==> src/rtl/serial_sub_pkg.sv <==
// Shared definitions for the bit-serial subtractor: state encoding and default width.
package serial_sub_pkg;

  localparam int DEFAULT_WIDTH = 8;

  localparam logic [1:0] ST_IDLE = 2'd0;
  localparam logic [1:0] ST_RUN  = 2'd1;
  localparam logic [1:0] ST_DONE = 2'd2;

  typedef enum logic [1:0] {
    S_IDLE = ST_IDLE,
    S_RUN  = ST_RUN,
    S_DONE = ST_DONE
  } state_t;

endpackage

==> src/rtl/full_subtractor.sv <==
// One-bit full subtractor: diff = minuend - subtrahend - borrow_in.
module full_subtractor (
  input  logic minuend,
  input  logic subtrahend,
  input  logic borrow_in,
  output logic diff,
  output logic borrow_out
);

  assign diff       = minuend ^ subtrahend ^ borrow_in;
  assign borrow_out = (~minuend & subtrahend) | (~(minuend ^ subtrahend) & borrow_in);

endmodule

==> src/rtl/serial_subtractor_ctrl.sv <==
// Bit-serial A-B (LSB first) around a single full_subtractor with start/busy/done handshake.
// Optional signed-overflow output enabled by defining SERIAL_SUB_OVF_EN.
module serial_subtractor_ctrl
  import serial_sub_pkg::*;
#(
  parameter int WIDTH = DEFAULT_WIDTH
) (
  input  logic             clk,
  input  logic             rst,
  input  logic             start,
  input  logic [WIDTH-1:0] a,
  input  logic [WIDTH-1:0] b,
  output logic             busy,
  output logic             done,
  output logic [WIDTH-1:0] diff,
  output logic             borrow
`ifdef SERIAL_SUB_OVF_EN
  ,
  output logic             ovf
`endif
);

  localparam int CW = (WIDTH > 1) ? $clog2(WIDTH) : 1;
  localparam logic [CW-1:0] LAST = CW'(WIDTH - 1);

  state_t            state_reg, state_next;
  logic [WIDTH-1:0]  a_sr_reg, b_sr_reg;
  logic [WIDTH-2:0]  res_sr_reg;
  logic [WIDTH-1:0]  res_next;
  logic              borrow_reg;
  logic [CW-1:0]     cnt_reg;
  logic [WIDTH-1:0]  diff_reg;
  logic              borrow_out_reg;
  logic              diff_bit, borrow_out;
  logic              last_bit;

  full_subtractor u_fs (
    .minuend    (a_sr_reg[0]),
    .subtrahend (b_sr_reg[0]),
    .borrow_in  (borrow_reg),
    .diff       (diff_bit),
    .borrow_out (borrow_out)
  );

  // The final diff bit is folded in directly so the result is ready on entry to DONE.
  assign res_next = {diff_bit, res_sr_reg};
  assign last_bit = (cnt_reg == LAST);

  always_comb begin
    state_next = state_reg;
    case (state_reg)
      S_IDLE:  if (start) state_next = S_RUN;
      S_RUN:   if (last_bit) state_next = S_DONE;
      S_DONE:  state_next = S_IDLE;
      default: state_next = S_IDLE;
    endcase
  end

  always_ff @(posedge clk or posedge rst) begin
    if (rst) begin
      state_reg      <= S_IDLE;
      a_sr_reg       <= '0;
      b_sr_reg       <= '0;
      res_sr_reg     <= '0;
      borrow_reg     <= 1'b0;
      cnt_reg        <= '0;
      diff_reg       <= '0;
      borrow_out_reg <= 1'b0;
    end else begin
      state_reg <= state_next;
      case (state_reg)
        S_IDLE: begin
          if (start) begin
            a_sr_reg   <= a;
            b_sr_reg   <= b;
            borrow_reg <= 1'b0;
            cnt_reg    <= '0;
          end
        end
        S_RUN: begin
          a_sr_reg   <= a_sr_reg >> 1;
          b_sr_reg   <= b_sr_reg >> 1;
          res_sr_reg <= res_next[WIDTH-1:1];
          borrow_reg <= borrow_out;
          if (last_bit) begin
            diff_reg       <= res_next;
            borrow_out_reg <= borrow_out;
          end else begin
            cnt_reg <= cnt_reg + CW'(1);
          end
        end
        default: ;
      endcase
    end
  end

`ifdef SERIAL_SUB_OVF_EN
  logic ovf_reg;

  // On the last RUN cycle the operand LSBs hold the original sign bits.
  always_ff @(posedge clk or posedge rst) begin
    if (rst) begin
      ovf_reg <= 1'b0;
    end else if (state_reg == S_RUN && last_bit) begin
      ovf_reg <= (a_sr_reg[0] ^ b_sr_reg[0]) & (diff_bit ^ a_sr_reg[0]);
    end
  end

  assign ovf = ovf_reg;
`endif

  assign busy   = (state_reg != S_IDLE);
  assign done   = (state_reg == S_DONE);
  assign diff   = diff_reg;
  assign borrow = borrow_out_reg;

endmodule
==> config.mk <==
export PLATFORM = sky130hd
export DESIGN_NAME = serial_subtractor_ctrl
export DESIGN_NICKNAME = d
export VERILOG_FILES = /design/src/rtl/serial_sub_pkg.sv /design/src/rtl/full_subtractor.sv /design/src/rtl/serial_subtractor_ctrl.sv
export SDC_FILE = /design/constraint.sdc
export NUM_CORES = 1
export LEC_CHECK = 0
export BUFFER_PORTS_ARGS = -buffer_cell sky130_fd_sc_hd__clkbuf_2
export CAP_MARGIN = 20
export CORE_ASPECT_RATIO = 1.2
export CORE_MARGIN = 3
export CORE_UTILIZATION = 35
export CTS_CLUSTER_DIAMETER = 100
export DETAILED_ROUTE_END_ITERATION = 8
export HOLD_SLACK_MARGIN = 0.03
export SLEW_MARGIN = 10
export SYNTH_ARGS = -nofsm -noshare
export SYNTH_HDL_FRONTEND = slang
export SYNTH_HIERARCHICAL = 1
export SYNTH_SLANG_ARGS = --single-unit
==> constraint.sdc <==
create_clock -name clk -period 1.48 [get_ports clk]
set_input_delay 0.148 -clock clk [delete_from_list [all_inputs] [get_ports clk]]
set_output_delay 0.148 -clock clk [all_outputs]
set_load 0.01 [all_outputs]
**Word level (Yosys, flattened, before mapping)**

Cells that the tools add are included.

- Muxes and demuxes: 12
- Shift operators: 0
- $add $sub $neg: 1
- Multiply operators: 0
- Reduce and logical (&&, ||, !) cells: 7
- Equal/unequal tests: 6
- Divide/modulo/power cells: 0
- Magnitude comparators: 0
- Bitwise logic cells: 7

Operators with widths:

| operator | number |
|---|---|
| 8-bit one-hot mux with 2 select lines | 2 |
| 8-bit 2-to-1 mux | 2 |
| 3-bit 2-to-1 mux | 2 |
| 2-bit != test (second input constant) | 3 |
| 3-bit one-hot mux with 2 select lines | 1 |
| 2-bit AND reduction | 3 |
| 2-bit 2-to-1 mux | 2 |
| 2-bit one-hot mux with 2 select lines | 1 |
| 2-bit nonzero test | 2 |
| 3-bit by 1-bit adder with 3-bit output (second input constant) | 1 |
| 3-bit == test (second input constant) | 1 |
| 3-bit AND reduction | 1 |
| 1-bit AND | 2 |
| 2-bit by 1-bit == test with 1-bit output (second input constant) | 1 |
| 2-bit == test (second input constant) | 1 |
| 2-bit logical NOT | 1 |
| 1-bit inverter | 2 |
| 1-bit one-hot mux with 2 select lines | 1 |
| 1-bit XOR | 2 |
| 1-bit 2-to-1 mux | 1 |
| 1-bit OR | 1 |

- Latch bits: 0
- Bits in read-only memories: 0
- Bits in writable memories: 0
- Input bits: 19
- Word-level logic and storage cells: 41
- Output and inout port bits: 11
- Memories: 0
- Register bits after elaboration: 38

**Depth between registers and ports, before layout**

- Depth in word-level cells: 5
- Mapped depth: 6
- Mapped depth without buffers: 5

**Cells and area by module**

Netlist, hierarchy kept.

By module, submodules not included:

| module | cells each | area an instance (µm²) | times used |
|---|---|---|---|
| serial_subtractor_ctrl | 148 | 1724.2 | 1 |
| full_subtractor | 4 | 31.3 | 1 |

**Worst setup path before layout**

Ideal clock, no wire load.

- Path type: register to register
- From: register cnt_reg[0]
- To: register borrow_out_reg, in the netlist borrow
- Cell stages (with the launch flop): 6
- Path buffers: 1
- Setup slack: 0.010 ns
- Arrival time: 1.345 ns
- Cells stage by stage: dfrtp_1 -> ha_1 -> ha_1 -> buf_2 -> nand2_4 -> mux2_4

- Cells in the longest elaborated chain, start to end: 2

Ends and longest elaborated chain:

| element | line | source |
|---|---|---|
| from (decl) | serial_subtractor_ctrl.sv:31 | `logic [CW-1:0] cnt_reg;` |
| from (signal assigned) | serial_subtractor_ctrl.sv:89 | `cnt_reg <= cnt_reg + CW'(1);` |
| 3-bit == test | serial_subtractor_ctrl.sv:47 | `assign last_bit = (cnt_reg == LAST);` |
| 2-bit AND reduction (no source line) | n/a |  |
| to (signal assigned) | serial_subtractor_ctrl.sv:87 | `borrow_out_reg <= borrow_out;` |
| to (decl) | serial_subtractor_ctrl.sv:33 | `logic borrow_out_reg;` |

Every way passes these cells.
A chain may end at the register's enable or synchronous reset.

**Final worst setup path**

- From: register state_reg[1]
- To: output port done

- Cells in the longest elaborated chain, start to end: 1

Ends and longest elaborated chain:

| element | line | source |
|---|---|---|
| from (decl) | serial_subtractor_ctrl.sv:26 | `state_t state_reg, state_next;` |
| from (signal assigned) | serial_subtractor_ctrl.sv:70 | `state_reg <= state_next;` |
| 2-bit == test | serial_subtractor_ctrl.sv:113 | `assign done = (state_reg == S_DONE);` |
| to (decl) | serial_subtractor_ctrl.sv:14 | `output logic done,` |

Every way passes these cells.

==> results_tabular.tex <==
\begin{tabular}{lr}
\hline
Metric & Value \\
\hline
\multicolumn{2}{l}{\textbf{Timing}} \\
\quad Final setup vio count & 0 \\
\quad Max Clock Skew & 5.758 ps \\
\quad Period utilisation layout & between 90\% and 100\% \\
\quad Final-layout setup total negative slack & 0 ps \\
\quad Post-layout min period & between 1000 and 1500 ps \\
\quad Hold Vio Cnt, Final & 0 \\
\quad Fmax & 703.4 MHz \\
\quad Worst-margin pin slew & about 480 ps \\
\quad Worst slew slack as a fraction of its limit & between 60 and 70\% \\
\quad Max-slew violation total from the final report & 0 \\
\multicolumn{2}{l}{\textbf{Yosys}} \\
\quad Share of the synthesized area in the top cell type & 54.17\% \\
\quad Simple-gate share of the synthesized area & 14.18\% \\
\quad Synth area leader & sky130\_fd\_sc\_hd\_\_dfrtp\_1 \\
\quad Count of warnings emitted by yosys & 6 \\
\quad Syn avg cell area & about 12 um2 \\
\quad Summed instance area of the synthesized netlist & 1755 um2 \\
\quad Sequential-to-total area share from yosys stat & around 54\% \\
\quad Number of synthesized register bits & 38 \\
\quad Syn\_nets & roughly 170 \\
\quad Most frequently used cell type in the post-synthesis netlist & sky130\_fd\_sc\_hd\_\_dfrtp\_1 \\
\quad Post-synth cell types & 32 \\
\quad Proportion of synthesized area in mux cells & under 10\% \\
\quad Instance count of the mapped netlist & 152 \\
\quad Dominant cells by area after synthesis & sky130\_fd\_sc\_hd\_\_dfrtp\_1, sky130\_fd\_sc\_hd\_\_mux2\_4, sky130\_fd\_sc\_hd\_\_nand2\_1 \\
\quad Cell types with the highest counts after synthesis & sky130\_fd\_sc\_hd\_\_dfrtp\_1, sky130\_fd\_sc\_hd\_\_nand2\_1, sky130\_fd\_sc\_hd\_\_o22a\_1, sky130\_fd\_sc\_hd\_\_mux2\_4, sky130\_fd\_sc\_hd\_\_inv\_1 \\
\quad Dominant synthesized flop cell & sky130\_fd\_sc\_hd\_\_dfrtp\_1 \\
\quad Fraction of registers with async set or reset after synthesis & 100.0\% \\
\quad Xor and xnor fraction of the mapped netlist area & 0\% \\
\quad Main combinational cell family by area after synthesis & compound AO/OA/AOI/OAI gates \\
\quad Adder-Cell Fraction of Synth Area & approximately 2.6\% \\
\quad Compound-gate portion of the synthesized area & 16.75\% \\
\quad Count of flip-flops with a built-in enable after synthesis & 0 \\
\multicolumn{2}{l}{\textbf{GRT}} \\
\quad Largest net degree at the start of global routing & 39 \\
\quad Number of antenna violations at the first check in global routing & 0 \\
\quad First-pass GRT wire length & $\sim$6.3 mm \\
\quad GRT Resource Usage Total & a little over an eighth \\
\quad GRT overflow & 0 \\
\quad Number of global-route vias before repair & about 1,400 \\
\multicolumn{2}{l}{\textbf{Finish}} \\
\quad Fin util & $\sim$46\% \\
\quad Number of antenna repair diodes & 0 \\
\quad Fill cell instance count of the final layout & between 400 and 500 \\
\quad Layout-stage area growth over the synthesis result & 24.80\% \\
\quad Layout cells sized above 1 & around 39\% \\
\quad Layout net count & 218 \\
\multicolumn{2}{l}{\textbf{Worst setup path}} \\
\quad Most frequent cell on the critical path & sky130\_fd\_sc\_hd\_\_buf\_6 \\
\quad CP top delay family & buffers and inverters \\
\quad Worst endpoint data arrival time & approximately 1300 ps \\
\quad Capturing element type of the critical path & output port \\
\quad Master of the slowest instance on the critical path & sky130\_fd\_sc\_hd\_\_dfrtp\_1 \\
\quad Type of origin of the critical path & register \\
\quad Worst Setup Path Type & register to output port \\
\quad List of cells traversed by the critical path & buf\_6, buf\_6, nor2b\_2, clkbuf\_2 \\
\quad Maximum fanout encountered on the critical timing path & 10 \\
\quad Total buffers and inverters traversed by the critical path & 3 \\
\quad Endpoint required time on the critical path & between 1000 and 1500 ps \\
\quad Delay of the slowest critical-path stage & 390 ps \\
\multicolumn{2}{l}{\textbf{Place}} \\
\quad Post-detailed-placement half-perimeter wirelength & about 2.8 mm \\
\quad Global placement routability congestion & roughly 0.76 \\
\quad Count of port buffers added during placement & 29 \\
\multicolumn{2}{l}{\textbf{Min path}} \\
\quad Class of the most critical hold timing path & primary input to register \\
\multicolumn{2}{l}{\textbf{Power and ir drop}} \\
\quad Static power due to leakage & roughly 1.1 nW \\
\quad Areal power density over the cells & around 2100 nW/um2 \\
\quad Peak supply drop & around 0.73 mV \\
\multicolumn{2}{l}{\textbf{Flow run}} \\
\quad Max-cap violation count & 0 \\
\multicolumn{2}{l}{\textbf{Clocking}} \\
\quad Total clock buffers created by CTS & 5 \\
\quad CTS tree & built \\
\quad Clock transition at the register clock pins on the worst setup and hold paths after CTS & roughly 80 ps \\
\quad Sink count of the clock tree & 38 \\
\quad CTS H-tree depth & 2 \\
\quad Clk root buf & sky130\_fd\_sc\_hd\_\_clkbuf\_8 \\
\quad Largest buffer count on any clock path & 2 \\
\quad Clock Latency Late Sink & slightly below 300 ps \\
\multicolumn{2}{l}{\textbf{Floorplanning}} \\
\quad I/O pin count & 30 \\
\quad Standard-cell rows & 27 \\
\quad Height of the die & $\sim$84 um \\
\quad Starting density of the core & a little under two fifths \\
\quad Core Footprint & 4730 um2 \\
\quad Die Width & between 70 and 80 um \\
\quad Die area & a little under 6000 um2 \\
\multicolumn{2}{l}{\textbf{Routing}} \\
\quad Sum of routed wire length over all layers & between 3 and 4 mm \\
\quad Number of nets with antenna violations after routing & 0 \\
\quad DRC errors left & 0 \\
\quad Total via count after detailed routing & between 1,000 and 1,500 \\
\quad Ratio of routed vias to standard cells & about 5.1 \\
\quad Number of DRC markers in iteration 0 & 79 \\
\quad TritonRoute pass-1 iters & 4 \\
\quad Routed len/inst & 15.01 um \\
\multicolumn{2}{l}{\textbf{Status}} \\
\quad Outcome & finished, final reports clean \\
\hline
\end{tabular}
[what timing repair did]
item                                    4_1_cts  5_1_grt
hold buffers                                  1        0
setup buffers                                 0        2
endpoints found under the hold margin        38        0
pin swaps                                     0        1
gates resized for setup                       3        8
cloned                                        0        1
endpoints found under the setup margin        2       19
[metal layers]
metal	wire [um]	vias to the layer above	share of wire, %	track usage, %
met5	0	-	0	0
li1	-	622	-	-
met1	1669	654	44	16.62
met3	180	4	4.7	4.458
met4	38	0	0.99	4.103
met2	1939	29	51	22.32
[final timing paths]
check	start	endpoint	slack, ps	depth (start not counted)
hold / removal	b[7]	b_sr_reg[7]$_DFFE_PP0P_	90	3
hold reg to reg	res_sr_reg[0]$_DFFE_PP0P_	res_sr_reg[0]$_DFFE_PP0P_	490	2
setup / recovery	state_reg[1]$_DFFE_PP0P_	done	60	4
setup reg to reg	cnt_reg[0]$_DFFE_PP0P_	diff[3]$_DFFE_PP0P_	60	4
max in group asynchronous	rst	state_reg[0]$_DFFE_PP0P_	610	4
min in group asynchronous	rst	diff[6]$_DFFE_PP0P_	500	4
[cell usage in the layout (no fill, tap or decap), types with 2 or more instances in the layout]
cell	count
sky130_fd_sc_hd__buf_4	11
sky130_fd_sc_hd__a22oi_1	2
sky130_fd_sc_hd__mux2_4	9
sky130_fd_sc_hd__o22a_1	10
sky130_fd_sc_hd__buf_6	3
sky130_fd_sc_hd__nor3_1	2
sky130_fd_sc_hd__nand2_1	26
sky130_fd_sc_hd__nand2b_1	6
sky130_fd_sc_hd__a221o_1	4
sky130_fd_sc_hd__nor2_2	2
sky130_fd_sc_hd__clkbuf_2	29
sky130_fd_sc_hd__o221a_2	2
sky130_fd_sc_hd__a221oi_2	2
sky130_fd_sc_hd__dfrtp_1	37
sky130_fd_sc_hd__inv_1	8
sky130_fd_sc_hd__nand3b_1	2
sky130_fd_sc_hd__o21ai_0	6
sky130_fd_sc_hd__clkbuf_8	5
sky130_fd_sc_hd__o2bb2ai_1	3
sky130_fd_sc_hd__clkinv_2	2
sky130_fd_sc_hd__nor2b_1	3
sky130_fd_sc_hd__a21oi_1	3
[layout make-up]
| type | instances | area, um2 | area share, % |
|---|---|---|---|
| sequential | 38 | 952.2 | 43.46 |
| multi-input combinational | 98 | 752.0 | 34.32 |
| timing repair buffer | 44 | 271.5 | 12.39 |
| tap | 58 | 72.57 | 3.312 |
| clock buffer | 5 | 68.82 | 3.141 |
| clock inverter | 3 | 40.04 | 1.828 |
| inverter | 9 | 33.78 | 1.542 |
[metrics by stage]
| stage | worst slack (ps) | area (um2) | hold slack, ps | std cells | total power, W |
|---|---|---|---|---|---|
| global placement | 65.05 | 2016 | 259.0 | 243 | 0.003492 |
| finish | 58.26 | 2191 | 88.45 | 255 | 0.004518 |
| global route | -15.90 | 2191 | 94.30 | 255 | 0.004875 |
| detailed placement | 2.666 | 2016 | 272.7 | 243 | 0.003613 |
| floorplan | 9.603 | 1755 | 284.0 | 152 | 0.003045 |
| CTS | 3.676 | 2146 | 84.13 | 252 | 0.004504 |
[tightest hold or removal path: cells and delay by family]
kind | cells | cell delay, ps
buf+inv | 1 | 80
compound gates | 1 | 60
simple gates | 1 | 40
[logic make-up (layout without fill, tap and decap cells)]
family	count (synthesis)	count (layout)
compound gates	35	35
fa+ha+maj	3	3
buf+inv	17	61
flops	38	38
mux	9	9
simple gates	50	51
[where the power goes]
| part | total (W) | switching (W) | internal, W |
|---|---|---|---|
| logic | 0.00184 | 0.000866 | 0.000971 |
| clock network | 0.000857 | 0.000361 | 0.000496 |
| registers | 0.00182 | 0.000318 | 0.00151 |
(Power assumes the default switching activity.)
